--- config.mk ---
export PLATFORM = sky130hd
export DESIGN_NAME = ram8_arbiter_flat
export DESIGN_NICKNAME = d
export VERILOG_FILES = /design/src/rtl/ram8_arbiter_pkg.sv /design/src/rtl/ram8_arbiter_if.sv /design/src/rtl/ram8_arbiter_rr_pick2.sv /design/src/rtl/ram8_arbiter.sv /design/src/flat_wrapper.sv
export SDC_FILE = /design/constraint.sdc
export NUM_CORES = 1
export LEC_CHECK = 0
export BUFFER_PORTS_ARGS = -buffer_cell sky130_fd_sc_hd__buf_2
export CAP_MARGIN = 10
export CORE_UTILIZATION = 41
export CTS_CLUSTER_DIAMETER = 50
export DETAILED_ROUTE_END_ITERATION = 12
export GPL_ROUTABILITY_DRIVEN = 1
export PLACE_DENSITY = 0.79
export SYNTH_ARGS = -nofsm -noshare
export SYNTH_HDL_FRONTEND = slang
export SYNTH_SLANG_ARGS = --single-unit
export TNS_END_PERCENT = 50
--- constraint.sdc ---
create_clock -name clk -period 1.95 [get_ports clk]
set_input_delay 0.585 -clock clk [delete_from_list [all_inputs] [get_ports clk]]
set_output_delay 0.585 -clock clk [all_outputs]
set_load 0.1 [all_outputs]
--- src/rtl/ram8_arbiter_pkg.sv ---
// Shared definitions for the two-port ram8 arbiter: FSM state encoding and
// default geometry of the shared ram8.
package ram8_arbiter_pkg;

    localparam int unsigned AW_DEF = 3;
    localparam int unsigned DW_DEF = 16;

    typedef enum logic [1:0] {
        ST_IDLE = 2'd0,
        ST_BUSY = 2'd1,
        ST_DONE = 2'd2
    } state_t;

endpackage

--- src/rtl/ram8_arbiter_if.sv ---
// Requester handshakes plus the ram8 pin bundle seen by the arbiter.
// slave  : the arbiter's view (takes requests, drives the ram8 pins).
// master : the surrounding system's view (requesters and the ram8 itself).
interface ram8_arbiter_if
    import ram8_arbiter_pkg::*;
#(
    parameter int unsigned AW = AW_DEF,
    parameter int unsigned DW = DW_DEF
) ();

    logic          req0;
    logic          we0;
    logic [AW-1:0] adr0;
    logic [DW-1:0] wdata0;
    logic          ack0;
    logic [DW-1:0] rdata0;

    logic          req1;
    logic          we1;
    logic [AW-1:0] adr1;
    logic [DW-1:0] wdata1;
    logic          ack1;
    logic [DW-1:0] rdata1;

    logic [AW-1:0] ram_adr;
    logic [DW-1:0] ram_data;
    logic          ram_load;
    logic [DW-1:0] ram_out;

    modport slave (
        input  req0, we0, adr0, wdata0,
        input  req1, we1, adr1, wdata1,
        input  ram_out,
        output ack0, rdata0, ack1, rdata1,
        output ram_adr, ram_data, ram_load
    );

    modport master (
        output req0, we0, adr0, wdata0,
        output req1, we1, adr1, wdata1,
        output ram_out,
        input  ack0, rdata0, ack1, rdata1,
        input  ram_adr, ram_data, ram_load
    );

endinterface

--- src/rtl/ram8_arbiter_rr_pick2.sv ---
// Two-way round-robin pick. A masked requester is ignored; when both
// remaining requesters are active the one that was not served last wins.
module rr_pick2 (
    input  logic req0,
    input  logic req1,
    input  logic last,
    input  logic mask_en,
    input  logic mask_id,
    output logic valid,
    output logic winner
);

    logic eff0;
    logic eff1;

    // Apply the mask, then resolve contention against the last-served id.
    always_comb begin
        eff0   = req0 & ~(mask_en & ~mask_id);
        eff1   = req1 & ~(mask_en &  mask_id);
        valid  = eff0 | eff1;
        winner = (eff0 & eff1) ? ~last : eff1;
    end

endmodule

--- src/rtl/ram8_arbiter.sv ---
// Round-robin arbiter giving two requesters single-access turns on a shared
// ram8 (registered write, combinational read). Each access is one BUSY cycle
// followed by one DONE cycle carrying the ack pulse.
module ram8_arbiter
    import ram8_arbiter_pkg::*;
#(
    parameter int unsigned AW = AW_DEF,
    parameter int unsigned DW = DW_DEF
) (
    input  logic           clk,
    input  logic           reset,
    ram8_arbiter_if.slave  bus
);

    state_t        state_q, state_d;
    logic          owner_q, owner_d;
    logic          last_q,  last_d;
    logic          ack0_q,  ack0_d;
    logic          ack1_q,  ack1_d;
    logic [DW-1:0] rdata0_q, rdata0_d;
    logic [DW-1:0] rdata1_q, rdata1_d;

    logic          own_we;
    logic [AW-1:0] own_adr;
    logic [DW-1:0] own_wdata;
    logic          mask_en;
    logic          pick_valid;
    logic          pick_winner;

    // The requester just served cannot win again straight out of DONE.
    assign mask_en = (state_q == ST_DONE);

    rr_pick2 u_pick (
        .req0    (bus.req0),
        .req1    (bus.req1),
        .last    (last_q),
        .mask_en (mask_en),
        .mask_id (owner_q),
        .valid   (pick_valid),
        .winner  (pick_winner)
    );

    // Select the owner's request fields; they stay on the ram pins after BUSY.
    always_comb begin
        own_we    = owner_q ? bus.we1    : bus.we0;
        own_adr   = owner_q ? bus.adr1   : bus.adr0;
        own_wdata = owner_q ? bus.wdata1 : bus.wdata0;
    end

    // Reset gates load directly so a write caught mid-BUSY never commits.
    always_comb begin
        bus.ram_adr  = own_adr;
        bus.ram_data = own_wdata;
        bus.ram_load = (state_q == ST_BUSY) && own_we && !reset;
        bus.ack0     = ack0_q;
        bus.ack1     = ack1_q;
        bus.rdata0   = rdata0_q;
        bus.rdata1   = rdata1_q;
    end

    // FSM next state: grant in IDLE/DONE, complete the access in BUSY.
    always_comb begin
        state_d  = state_q;
        owner_d  = owner_q;
        last_d   = last_q;
        ack0_d   = 1'b0;
        ack1_d   = 1'b0;
        rdata0_d = rdata0_q;
        rdata1_d = rdata1_q;
        case (state_q)
            ST_IDLE, ST_DONE: begin
                if (pick_valid) begin
                    state_d = ST_BUSY;
                    owner_d = pick_winner;
                end else begin
                    state_d = ST_IDLE;
                end
            end
            ST_BUSY: begin
                state_d = ST_DONE;
                last_d  = owner_q;
                if (owner_q) begin
                    ack1_d = 1'b1;
                    if (!own_we) rdata1_d = bus.ram_out;
                end else begin
                    ack0_d = 1'b1;
                    if (!own_we) rdata0_d = bus.ram_out;
                end
            end
            default: state_d = ST_IDLE;
        endcase
    end

    // Register FSM state, arbitration history and the registered outputs.
    always_ff @(posedge clk or posedge reset) begin
        if (reset) begin
            state_q  <= ST_IDLE;
            owner_q  <= 1'b0;
            last_q   <= 1'b1;
            ack0_q   <= 1'b0;
            ack1_q   <= 1'b0;
            rdata0_q <= '0;
            rdata1_q <= '0;
        end else begin
            state_q  <= state_d;
            owner_q  <= owner_d;
            last_q   <= last_d;
            ack0_q   <= ack0_d;
            ack1_q   <= ack1_d;
            rdata0_q <= rdata0_d;
            rdata1_q <= rdata1_d;
        end
    end

endmodule
--- src/flat_wrapper.sv ---
// flat-port wrapper written by rule: the top's interface ports become plain ports
module ram8_arbiter_flat import ram8_arbiter_pkg::*;
#(
    parameter int unsigned AW = AW_DEF,
    parameter int unsigned DW = DW_DEF
)
  (clk, reset, bus_req0, bus_we0, bus_adr0, bus_wdata0, bus_req1, bus_we1, bus_adr1, bus_wdata1, bus_ram_out, bus_ack0, bus_rdata0, bus_ack1, bus_rdata1, bus_ram_adr, bus_ram_data, bus_ram_load);
  ram8_arbiter_if #(.AW(AW), .DW(DW)) bus_i ();
  input  logic clk;
  input  logic reset;
  input wire logic [$bits(bus_i.req0)-1:0] bus_req0;
  input wire logic [$bits(bus_i.we0)-1:0] bus_we0;
  input wire logic [$bits(bus_i.adr0)-1:0] bus_adr0;
  input wire logic [$bits(bus_i.wdata0)-1:0] bus_wdata0;
  input wire logic [$bits(bus_i.req1)-1:0] bus_req1;
  input wire logic [$bits(bus_i.we1)-1:0] bus_we1;
  input wire logic [$bits(bus_i.adr1)-1:0] bus_adr1;
  input wire logic [$bits(bus_i.wdata1)-1:0] bus_wdata1;
  input wire logic [$bits(bus_i.ram_out)-1:0] bus_ram_out;
  output wire logic [$bits(bus_i.ack0)-1:0] bus_ack0;
  output wire logic [$bits(bus_i.rdata0)-1:0] bus_rdata0;
  output wire logic [$bits(bus_i.ack1)-1:0] bus_ack1;
  output wire logic [$bits(bus_i.rdata1)-1:0] bus_rdata1;
  output wire logic [$bits(bus_i.ram_adr)-1:0] bus_ram_adr;
  output wire logic [$bits(bus_i.ram_data)-1:0] bus_ram_data;
  output wire logic [$bits(bus_i.ram_load)-1:0] bus_ram_load;
  assign bus_i.req0 = bus_req0;
  assign bus_i.we0 = bus_we0;
  assign bus_i.adr0 = bus_adr0;
  assign bus_i.wdata0 = bus_wdata0;
  assign bus_i.req1 = bus_req1;
  assign bus_i.we1 = bus_we1;
  assign bus_i.adr1 = bus_adr1;
  assign bus_i.wdata1 = bus_wdata1;
  assign bus_i.ram_out = bus_ram_out;
  assign bus_ack0 = bus_i.ack0;
  assign bus_rdata0 = bus_i.rdata0;
  assign bus_ack1 = bus_i.ack1;
  assign bus_rdata1 = bus_i.rdata1;
  assign bus_ram_adr = bus_i.ram_adr;
  assign bus_ram_data = bus_i.ram_data;
  assign bus_ram_load = bus_i.ram_load;
  ram8_arbiter #(.AW(AW), .DW(DW)) u_core (.clk(clk), .reset(reset), .bus(bus_i));
endmodule
# Word-level counts from Yosys, hierarchy flattened
# Index checks and enable logic that the tools add are counted.
[op_classes]
mux = 10
reduce_logical = 8
multipliers = 0
n_eq_ne = 2
shifts = 0
n_lt_le_gt_ge = 0
bitwise = 11
add_sub_neg = 0
n_div = 0
[op_table]
columns = ["operator", "n"]
rows = [
  ["$mux 16", 1],
  ["$mux 1", 7],
  ["$reduce_and 3->1", 2],
  ["$and 1x1->1", 5],
  ["$not 1->1", 5],
  ["$pmux 2 s2", 1],
  ["$mux 3", 1],
  ["$eq 2x1->1 const B", 1],
  ["$eq 2x2->1 const B", 1],
  ["$logic_and 1x1->1", 2],
  ["$logic_not 2->1", 1],
  ["$reduce_and 2->1", 1],
  ["$reduce_or 2->1", 1],
  ["$logic_not 1->1", 1],
  ["$or 1x1->1", 1],
]
[word_totals]
reg_bits = 38
mem_bits_rw = 0
mem_bits_ro = 0
latchBits = 0
memories = 0
elab_cells = 38
out_inout_bits = 54
inputBits = 60

# Longest topological paths before layout
# Gate-level depths: netlist of run 1.
[logic_depth]
word_depth = 7
mapped_depth = 5
ltp_nobuf = 3

# Cells and area by module
# Synthesis of run 1 repeated with hierarchy kept, for this count alone.
[unflattened]
cells_unflattened = 115
hier_area_um2 = 1716.6
[by_module_without_submodules]
columns = ["module", "area_each_um2", "cells_each", "n_inst", "seq_area_each_um2"]
rows = [
  ["ram8_arbiter", 1680.4, 108, 1, 952.2],
  ["rr_pick2", 36.3, 7, 1, 0.0],
]

# Worst setup path before layout of run 1
# OpenSTA, ideal clock, no wires.
[synth_timing]
path_type = "reg-to-output"
start = "register u_core.owner_q"
end = "output bus_ram_load"
arrival_ps = 2831
path_buffers = 2
slack_ps = -1466
required_time_ps = 1365
path_stages_with_launch = 5
cell_sequence = "dfrtp_1 > buf_4 > buf_2 > mux2i_1 > nor3_1"
[synth_between]
elab_chain_cells = 3
[synth_rtl]
columns = ["item", "line", "source"]
rows = [
  ["start, declared", "ram8_arbiter.sv:16", "logic owner_q, owner_d;"],
  ["start signal, assigned", "ram8_arbiter.sv:106", "owner_q <= owner_d;"],
  ["$mux 1", "ram8_arbiter.sv:45", "own_we = owner_q ? bus.we1 : bus.we0;"],
  ["$logic_and 1x1->1 (2 in series)", "ram8_arbiter.sv:54", "bus.ram_load = (state_q == ST_BUSY) && own_we && !reset;"],
  ["end, declared", "flat_wrapper.sv:26", "output wire logic [$bits(bus_i.ram_load)-1:0] bus_ram_load;"],
]
# Every way passes these cells.

# Worst setup path in the final report of run 1
[layout_timing]
start = "register u_core.owner_q"
end = "output bus_ram_data[4]"
[layout_between]
elab_chain_cells = 1
[layout_rtl]
columns = ["item", "line", "source"]
rows = [
  ["$mux 16", "ram8_arbiter.sv:47", "own_wdata = owner_q ? bus.wdata1 : bus.wdata0;"],
  ["end, declared", "flat_wrapper.sv:25", "output wire logic [$bits(bus_i.ram_data)-1:0] bus_ram_data;"],
]
# Every way passes these cells.

==> results.ini, run 1 <==
[outcome]
status=finished with violations
violations=setup timing

[finish]
layout.nets=297
seqCellArea_um2=952.2
final_cells=288
area_growth_pct=65.96
nFillCells=281
diodes=0
multi_input_area_um2=752.0
layout-drive-gt1-share_pct=77.31

[floorplan]
initial_core_util_pct=42.63
die_area_mm2=0.004422
die_x_um=66.50
ioPinCount=114
rows=23
coreArea_mm2=0.004000
die_h_um=66.50

[routing]
routed_via_density=4.878
drc_errors=0
wl_per_cell_um=14.91
first_pass_iters=4
num_vias=1405
drt_iter0_drc=27
ant_nets=0
drt-total-wl_um=4294

[setup_path]
crit_top_cell=buf_12
end_kind=primary output
required_ns=1.36
crit_arrival_ns=1.42
r2r_slack_ns=0.30
path_cells=buf_12 > mux2_2 > buf_12
slowest_stage=dfrtp_1
crit_type=flip-flop to primary output
worstSetupStartpointType=flip-flop
cp_max_fo=19
max_stage_delay_ns=0.39

[synthesis]
synth_ff_type=dfrtp_1
syn_nets=176
avgSynthCellArea_um2=14.70
netlist-cell-type-count=20
ys_seq_area_share_pct=55.83
syn_inst=116
netlist_top_cells_count=51 x mux2_2, 37 x dfrtp_1, 5 x inv_1
synth_edf_count=0
yosysMostFrequentCell=mux2_2
synth.cell_area_mm2=0.001705
synthTopCellsByArea=dfrtp_1 54%, mux2_2 34%, dfstp_2 1.5%
synth_seq_cells=38
synthArstFlopShare_pct=100.0
yosysTopAreaCellShare_pct=54.29
yosys_warnings=0
synth_top_cell_by_area=dfrtp_1

[grt]
grt_pass1_vias=1411
overflow=0
grt_usage_pct=19.74
grt_start_max_net_pins=21
grt_pass1_wl_um=6306
antenna_found_initial=0

[job]
cap_violations=0

[clock_tree]
cts_made_buffers=5
cts_sinks=38
ctsHtreeMaxLevel=2
cts_buffer_depth=2
clkTransAtPathRegs_ns=0.07
clock_latency_ns=0.28
cts_tree=built
root_buffer=clkbuf_8

[placement]
numPortBuffers=113
place_hpwl_um=3293
gp_congestion=0.7125
placed_cells=280

[sta]
rsz0062_at_grt=true
drv_slew=0
hold_violations=0
fin_crit_sh_pct=102.8
fin_ws_ns=-0.05410
fmax_ghz=0.4990
slew_headroom_pct=66.79
fin_skew_ns=0.003685
worstMarginPinSlew_ns=0.5017
finalSetupViolations=14
period_minus_slack_ns=2.004

[hold_path]
hold_path_class=primary input to asynchronous set/reset pin

[flip-flops by register name, summed over array words and instances, names as in the netlist]
| register | cells |
|---|---|
| u_core.state_q | 2 |
| u_core.bus.rdata1 | 16 |
| u_core.last_q | 1 |
| u_core.bus.ack0 | 1 |
| u_core.owner_q | 1 |
| u_core.bus.ack1 | 1 |
| u_core.bus.rdata0 | 16 |
[through the flow]
stage	utilization [%]	hold WS, ns	setup TNS [ns]	area, um^2	setup WS [ns]
3_5_place_dp	66.88	0.4652	0	2675	0.1839
4_1_cts	69.88	0.3573	-1.082	2795	-0.06617
6_report	70.75	0.3604	-0.4777	2830	-0.05410
3_3_place_gp	66.88	0.4564	0	2675	0.2061
5_1_grt	70.75	0.3891	-1.500	2830	-0.1016
2_1_floorplan	-	0.4445	-0.2173	1717	-0.2173
[timing repair]
item                       in CTS  in global routing
hold buffers                    0                  0
setup buffers                   0                  0
setup endpoints to repair      20                 20
gates resized for setup         3                  9
[per-layer routing]
metal / routed length [um] / up-vias / GRT usage, %
li1: - / 652 / -
met1: 1640 / 671 / 20.02
met2: 2204 / 76 / 36.10
met3: 394 / 6 / 7.021
met4: 55 / 0 / 8.511
met5: 0 / - / 0
[cell families (layout without fill, tap and decap cells)]
family / after synthesis / after routing / synth area share (%)
compound gates: 6 / 6 / 2.348
buf+inv: 10 / 132 / 3.448
flops: 38 / 38 / 55.83
mux: 52 / 52 / 34.26
simple gates: 10 / 10 / 4.109
[layout make-up]
type | count | area share (%)
Clock inverter | 3 | 1.415
Timing Repair Buffer | 119 | 33.07
Sequential cell | 38 | 33.64
Inverter | 5 | 0.6631
Multi-Input combinational cell | 68 | 26.57
Clock buffer | 5 | 2.431
Tap cell | 50 | 2.210
[critical path: cells and delay by family, from the launching register on]
family	cells	cell delay, ns
buf+inv	2	0.36
flops	1	0.39
mux	1	0.38
[cells in the final DEF, fill, tap and decap left out, types with 2 or more instances in the layout]
cell | synthesis | layout
inv_1 | 5 | 5
mux2_4 | 0 | 10
a21oi_1 | 2 | 2
a311oi_1 | 2 | 2
mux2_2 | 51 | 41
nor3_4 | 1 | 2
buf_4 | 1 | 4
nor2_1 | 2 | 2
buf_12 | 0 | 22
clkinv_2 | 0 | 2
dfrtp_1 | 37 | 37
clkbuf_8 | 0 | 5
buf_2 | 2 | 93
nand2_1 | 2 | 2
[final timing paths]
| kind | depth (start not counted) | to | from |
|---|---|---|---|
| hold reg to reg | 2 | u_core.last_q | u_core.last_q |
| hold / removal | 3 | u_core.state_q[1] | reset |
| setup reg to reg | 5 | u_core.bus.rdata1[2] | u_core.owner_q |
| min in group clk | 2 | u_core.last_q | u_core.last_q |
| setup / recovery | 3 | bus_ram_data[4] | u_core.owner_q |
| max in group asynchronous | 3 | u_core.last_q | reset |
Power of run 1 is left out: the tool's default activity adds up to more than one toggle a clock period on the data nets, which glitch-free logic cannot reach.
==> run 2, diff against run 1 <==
--- a/config.mk
+++ b/config.mk
@@ -8,4 +8,5 @@
 export BUFFER_PORTS_ARGS = -buffer_cell sky130_fd_sc_hd__buf_2
 export CAP_MARGIN = 10
+export CORE_MARGIN = 3
 export CORE_UTILIZATION = 41
 export CTS_CLUSTER_DIAMETER = 50
==> constraint.sdc (replaced) <==
create_clock -name clk -period 1.95 [get_ports clk]
set_input_delay 0.0975 -clock clk [delete_from_list [all_inputs] [get_ports clk]]
set_output_delay 0.0975 -clock clk [all_outputs]
set_load 0.1 [all_outputs]
==> run 2 against run 1 <==
The flow now finishes without violations. First-iteration DRC count decreased by 3.7%. Non-clock buffer count decreased by 1. Sequential share of layout area is 0.95 points higher. Hold slack got worse by 0.34 ns. Largest cell class unchanged. Via count shrank 2.3%. Maximum frequency grew 25%.
==> results.ini, run 2 (synthesis results as in run 1) <==
[grt]
grt_start_max_net_pins=39  ; +86%
overflow=0  ; unchanged
grt_usage_pct=17.65  ; -2.1 points
grt_pass1_wl_um=6879  ; +9.1%
busiest_layer=met2
gr-usage-met3_pct=4.748  ; -2.3 points
grt_pass1_vias=1380  ; -2.2%
use_met2_pct=31.29  ; -4.8 points
antenna_found_initial=0  ; unchanged
use_met1_pct=20.40  ; +0.38 points

[routing]
wl_per_cell_um=15.59  ; +4.5%
num_vias=1372  ; -2.3%
drt_iter0_drc=26  ; -3.7%
first_pass_iters=4  ; unchanged
ant_nets=0  ; unchanged
drt-total-wl_um=4442  ; +3.4%
routed_via_density=4.814  ; -1.3%
drc_errors=0  ; unchanged

[placement]
gp_congestion=0.7509  ; +5.4%
placed_cells=276  ; -1.4%
place_hpwl_um=3610  ; +9.6%
placed_cell_area_mm2=0.002633  ; -1.6%
numPortBuffers=113  ; unchanged

[sta]
slew_headroom_pct=65.90  ; -0.89 points
finalSetupViolations=0  ; -14
drv_slew=0  ; unchanged
worstMarginPinSlew_ns=0.5151  ; +0.01345 ns
rsz0062_at_grt=false
fin_skew_ns=0.004738  ; +0.001053 ns
setup_tns_ns=0  ; +0.4777 ns
fmax_ghz=0.6241  ; +25%
fin_crit_sh_pct=82.17  ; -21 points
hold_violations=0  ; unchanged
period_minus_slack_ns=1.602  ; -0.4017 ns

[hold_path]
worstHoldPathCells=2
hold_path_class=primary input to flip-flop
min_from=bus_req0

[setup_path]
r2r_slack_ns=0.35  ; +0.05 ns
r2r_start=u_core.state_q[1]
cp_max_fo=16  ; -3
required_ns=2.12  ; +0.76 ns
worstSetupStartpointType=flip-flop
crit_arrival_ns=1.77  ; +0.35 ns
reg2regPathDepth=3  ; -2
crit_start=u_core.state_q[1]
end_kind=flip-flop
crit_type=flip-flop to flip-flop

[floorplan]
rows=22  ; -4.3%
die_x_um=70.50  ; +6.0%
coreArea_mm2=0.003826  ; -4.3%
die_area_mm2=0.004970  ; +12%
initial_core_util_pct=44.57  ; +1.9 points
ioPinCount=114  ; unchanged
die_h_um=70.50  ; +6.0%

[clock_tree]
root_buffer=clkbuf_8
cts_sinks=38  ; unchanged
post_cts_buffers=0  ; unchanged
cts_made_buffers=5  ; unchanged
cts_tree=built
clkTransAtPathRegs_ns=0.07  ; about the same
clock_latency_ns=0.29  ; about the same
ctsHtreeMaxLevel=2  ; unchanged
cts_buffer_depth=2  ; unchanged

[finish]
area_growth_pct=61.41
finish.utilization_pct=71.94  ; +1.2 points
layout.nets=296  ; -0.34%
layout_common_cells=93 x buf_2, 51 x mux2_2, 37 x dfrtp_1
layout-drive-gt1-share_pct=76.37  ; -0.94 points
diodes=0  ; unchanged
final_cells=285  ; -1.0%
fin_area_mm2=0.002753  ; -2.7%
layout_commonest_cell=buf_2

[outcome]
status=finished, final reports clean

[job]
cap_violations=0  ; unchanged

-- run 2: cell count changes in the layout (fill, tap and decap cells not counted), moves of 2 or more --
| cell | delta |
|---|---|
| clkbuf_8 | +3 |
| mux2_4 | -10 |
| buf_12 | -2 |
| mux2_2 | +10 |
| clkinv_2 | -2 |
-- run 2: area by class of cell --
type | count | area [um^2]
Fill cell | 266 | 1074
Sequential cell | 38 | 952.2
Timing Repair Buffer | 118 | 905.9
Multi-Input combinational cell | 68 | 705.7
Clock buffer | 8 | 110.1
Tap cell | 48 | 60.06
Inverter | 5 | 18.77
-- run 2: critical path, cell delays in order, from the launching register on --
cell and delay, ns:
dfrtp_1 0.43, nand3b_1 0.26, nor2_4 0.40, mux2_2 0.39
-- run 2: final timing paths --
| path | to |
|---|---|
| worst min-delay path | u_core.owner_q |
| worst min register to register | u_core.last_q |
| worst max register to register | u_core.bus.rdata1[4] |
| min in group asynchronous | u_core.bus.rdata0[12] |
| max in group asynchronous | u_core.last_q |
| worst max-delay path | u_core.bus.rdata1[4] |
-- run 2: stage by stage --
stage          setup WS [ns]  hold slack (ns)
2_1_floorplan         0.2702           0.2013
3_3_place_gp          0.4124           0.2632
3_5_place_dp          0.3494           0.2593
4_1_cts               0.3260          0.01357
5_1_grt               0.2556          0.02439
6_report              0.3476          0.02191
-- run 2: what timing repair did --
| item | CTS | global route |
|---|---|---|
| resized for setup | 0 | 0 |
| hold buffers | 1 | 0 |
| endpoints found under the hold margin | 37 | 0 |
-- run 2: metal layers --
metal  up-vias  wire length (um)
met5         -                 0
met4         0                61
met3         6               363
met2        65              2316
met1       646              1700
li1        655                 -
Power of run 2 is left out for the same reason.
==> run 3, diff against run 2 <==
Clock period 1.95 ns to 1.7 ns, I/O delays scaled along.
==> run 3 against run 2 <==
Global-route usage is 0.71 points higher. Hold slack better by 0.024 ns. Clock-buffer cell count stayed put. Highest routed layer unchanged. Non-clock buffer count is 2 higher. Critical endpoint is now bus_ram_data[14]. Via count is 1.0% lower.
==> results.ini, run 3 (synthesis results as in run 1) <==
[finish]
layout-drive-gt1-share_pct=75.31  ; -1.1 points
layout_common_cells=93 x buf_2, 51 x mux2_2, 37 x dfrtp_1
area_growth_pct=61.26  ; about the same
diodes=0  ; unchanged
layout.nets=298  ; +0.68%
layout_commonest_cell=buf_2

[floorplan]
rows=22  ; unchanged
ioPinCount=114  ; unchanged
die_area_mm2=0.004970  ; unchanged
die_h_um=70.50  ; unchanged
initial_core_util_pct=44.57  ; unchanged
die_x_um=70.50  ; unchanged
coreArea_mm2=0.003826  ; unchanged

[clock_tree]
hold_buffers=1  ; unchanged
post_cts_resized=0  ; unchanged
cts_made_buffers=5  ; unchanged
cts_sinks=38  ; unchanged
post_cts_buffers=0  ; unchanged
cts_tree=built
ctsHtreeMaxLevel=2  ; unchanged
cts_buffer_depth=2  ; unchanged
clock_latency_ns=0.28  ; about the same
clkTransAtPathRegs_ns=0.07  ; about the same
root_buffer=clkbuf_8

[sta]
drv_slew=0  ; unchanged
fmax_ghz=0.6144
worstMarginPinSlew_ns=0.5067  ; -0.008402 ns
hold_violations=0  ; unchanged
period_minus_slack_ns=1.628
fin_crit_sh_pct=95.74
rsz0062_at_grt=false
slew_headroom_pct=66.45  ; +0.56 points
finalSetupViolations=0  ; unchanged
setup_tns_ns=0  ; unchanged
fin_skew_ns=0.001988  ; -0.002750 ns

[setup_path]
r2r_start=u_core.state_q[1]
crit_arrival_ns=1.54  ; -0.23 ns
cp_max_fo=15  ; -1
r2r-end=u_core.bus.rdata0[9]
reg2regPathDepth=4  ; +1
end_kind=primary output
worstSetupStartpointType=flip-flop
required_ns=1.62  ; -0.50 ns
crit_type=flip-flop to primary output
r2r_slack_ns=0.18  ; -0.17 ns

[grt]
antenna_found_initial=0  ; unchanged
overflow=0  ; unchanged
grt_pass1_vias=1396  ; +1.2%
grt_usage_pct=18.36  ; +0.71 points
grt_pass1_wl_um=7051  ; +2.5%
grt_start_max_net_pins=39  ; unchanged

[routing]
num_vias=1358  ; -1.0%
drc_errors=0  ; unchanged
drt-total-wl_um=4400  ; -0.95%
routed_via_density=4.732  ; -1.7%
drt_iter0_drc=23  ; -12%
ant_nets=0  ; unchanged
wl_per_cell_um=15.33  ; -1.6%
first_pass_iters=3  ; -1

[hold_path]
holdPathEnd=u_core.bus.rdata0[10]
hold_path_class=primary input to flip-flop
worstHoldPathCells=2  ; unchanged
min_from=bus_ram_out[10]

[outcome]
status=finished, final reports clean

[job]
cap_violations=0  ; unchanged

[placement]
place_hpwl_um=3636  ; +0.71%
numPortBuffers=113  ; unchanged
gp_congestion=0.7469  ; -0.53%

run 3: changes by cell type in the layout (fill, tap and decap cells not counted), sizes merged:
cell	change
buf	+2
run 3: final cells by class:
| type | count | area (um^2) |
|---|---|---|
| clock buffers | 8 | 80.08 |
| well taps | 48 | 60.06 |
| repair buffers | 120 | 933.4 |
| flip-flops and latches | 38 | 952.2 |
| fillers | 274 | 1076 |
| multi-input cells | 68 | 705.7 |
| inverters | 5 | 18.77 |
run 3: layer usage:
| metal | part of all wire (%) | track usage [%] | routed length [um] |
|---|---|---|---|
| met1 | 37 | 21.83 | 1643 |
| met2 | 52 | 31.08 | 2284 |
| met3 | 8.9 | 5.755 | 392 |
| met4 | 1.8 | 6.383 | 79 |
| met5 | 0 | 0 | 0 |
run 3: critical path: stages (launching register included):
cell and delay [ns]:
dfrtp_1 0.43, buf_4 0.26, mux2_2 0.39, buf_12 0.17
run 3: metrics by stage:
| stage | util, % | hold slack, ns | instances | setup slack (ns) | area [um^2] |
|---|---|---|---|---|---|
| floorplan | - | 0.1888 | 116 | 0.03272 | 1717 |
| global placement | 69.52 | 0.2484 | 278 | 0.2539 | 2660 |
| detailed placement | 69.52 | 0.2509 | 278 | 0.1871 | 2660 |
| CTS | 71.88 | 0.03244 | 287 | 0.06466 | 2750 |
| global route | 71.88 | 0.04182 | 287 | 0.008524 | 2750 |
| finish | 71.88 | 0.04630 | 287 | 0.07238 | 2750 |
run 3: worst max-delay path by stage:
stage | from | endpoint | slack [ns]
global placement | u_core.state_q[1] | u_core.bus.rdata0[13] | 0.25
floorplan | u_core.owner_q | bus_ram_load | 0.03
finish | u_core.owner_q | bus_ram_data[14] | 0.07
detailed placement | u_core.state_q[1] | u_core.bus.rdata0[5] | 0.19
CTS | u_core.owner_q | bus_ram_data[14] | 0.06
global route | u_core.owner_q | bus_ram_adr[2] | 0.009
Power of run 3 is left out for the same reason.
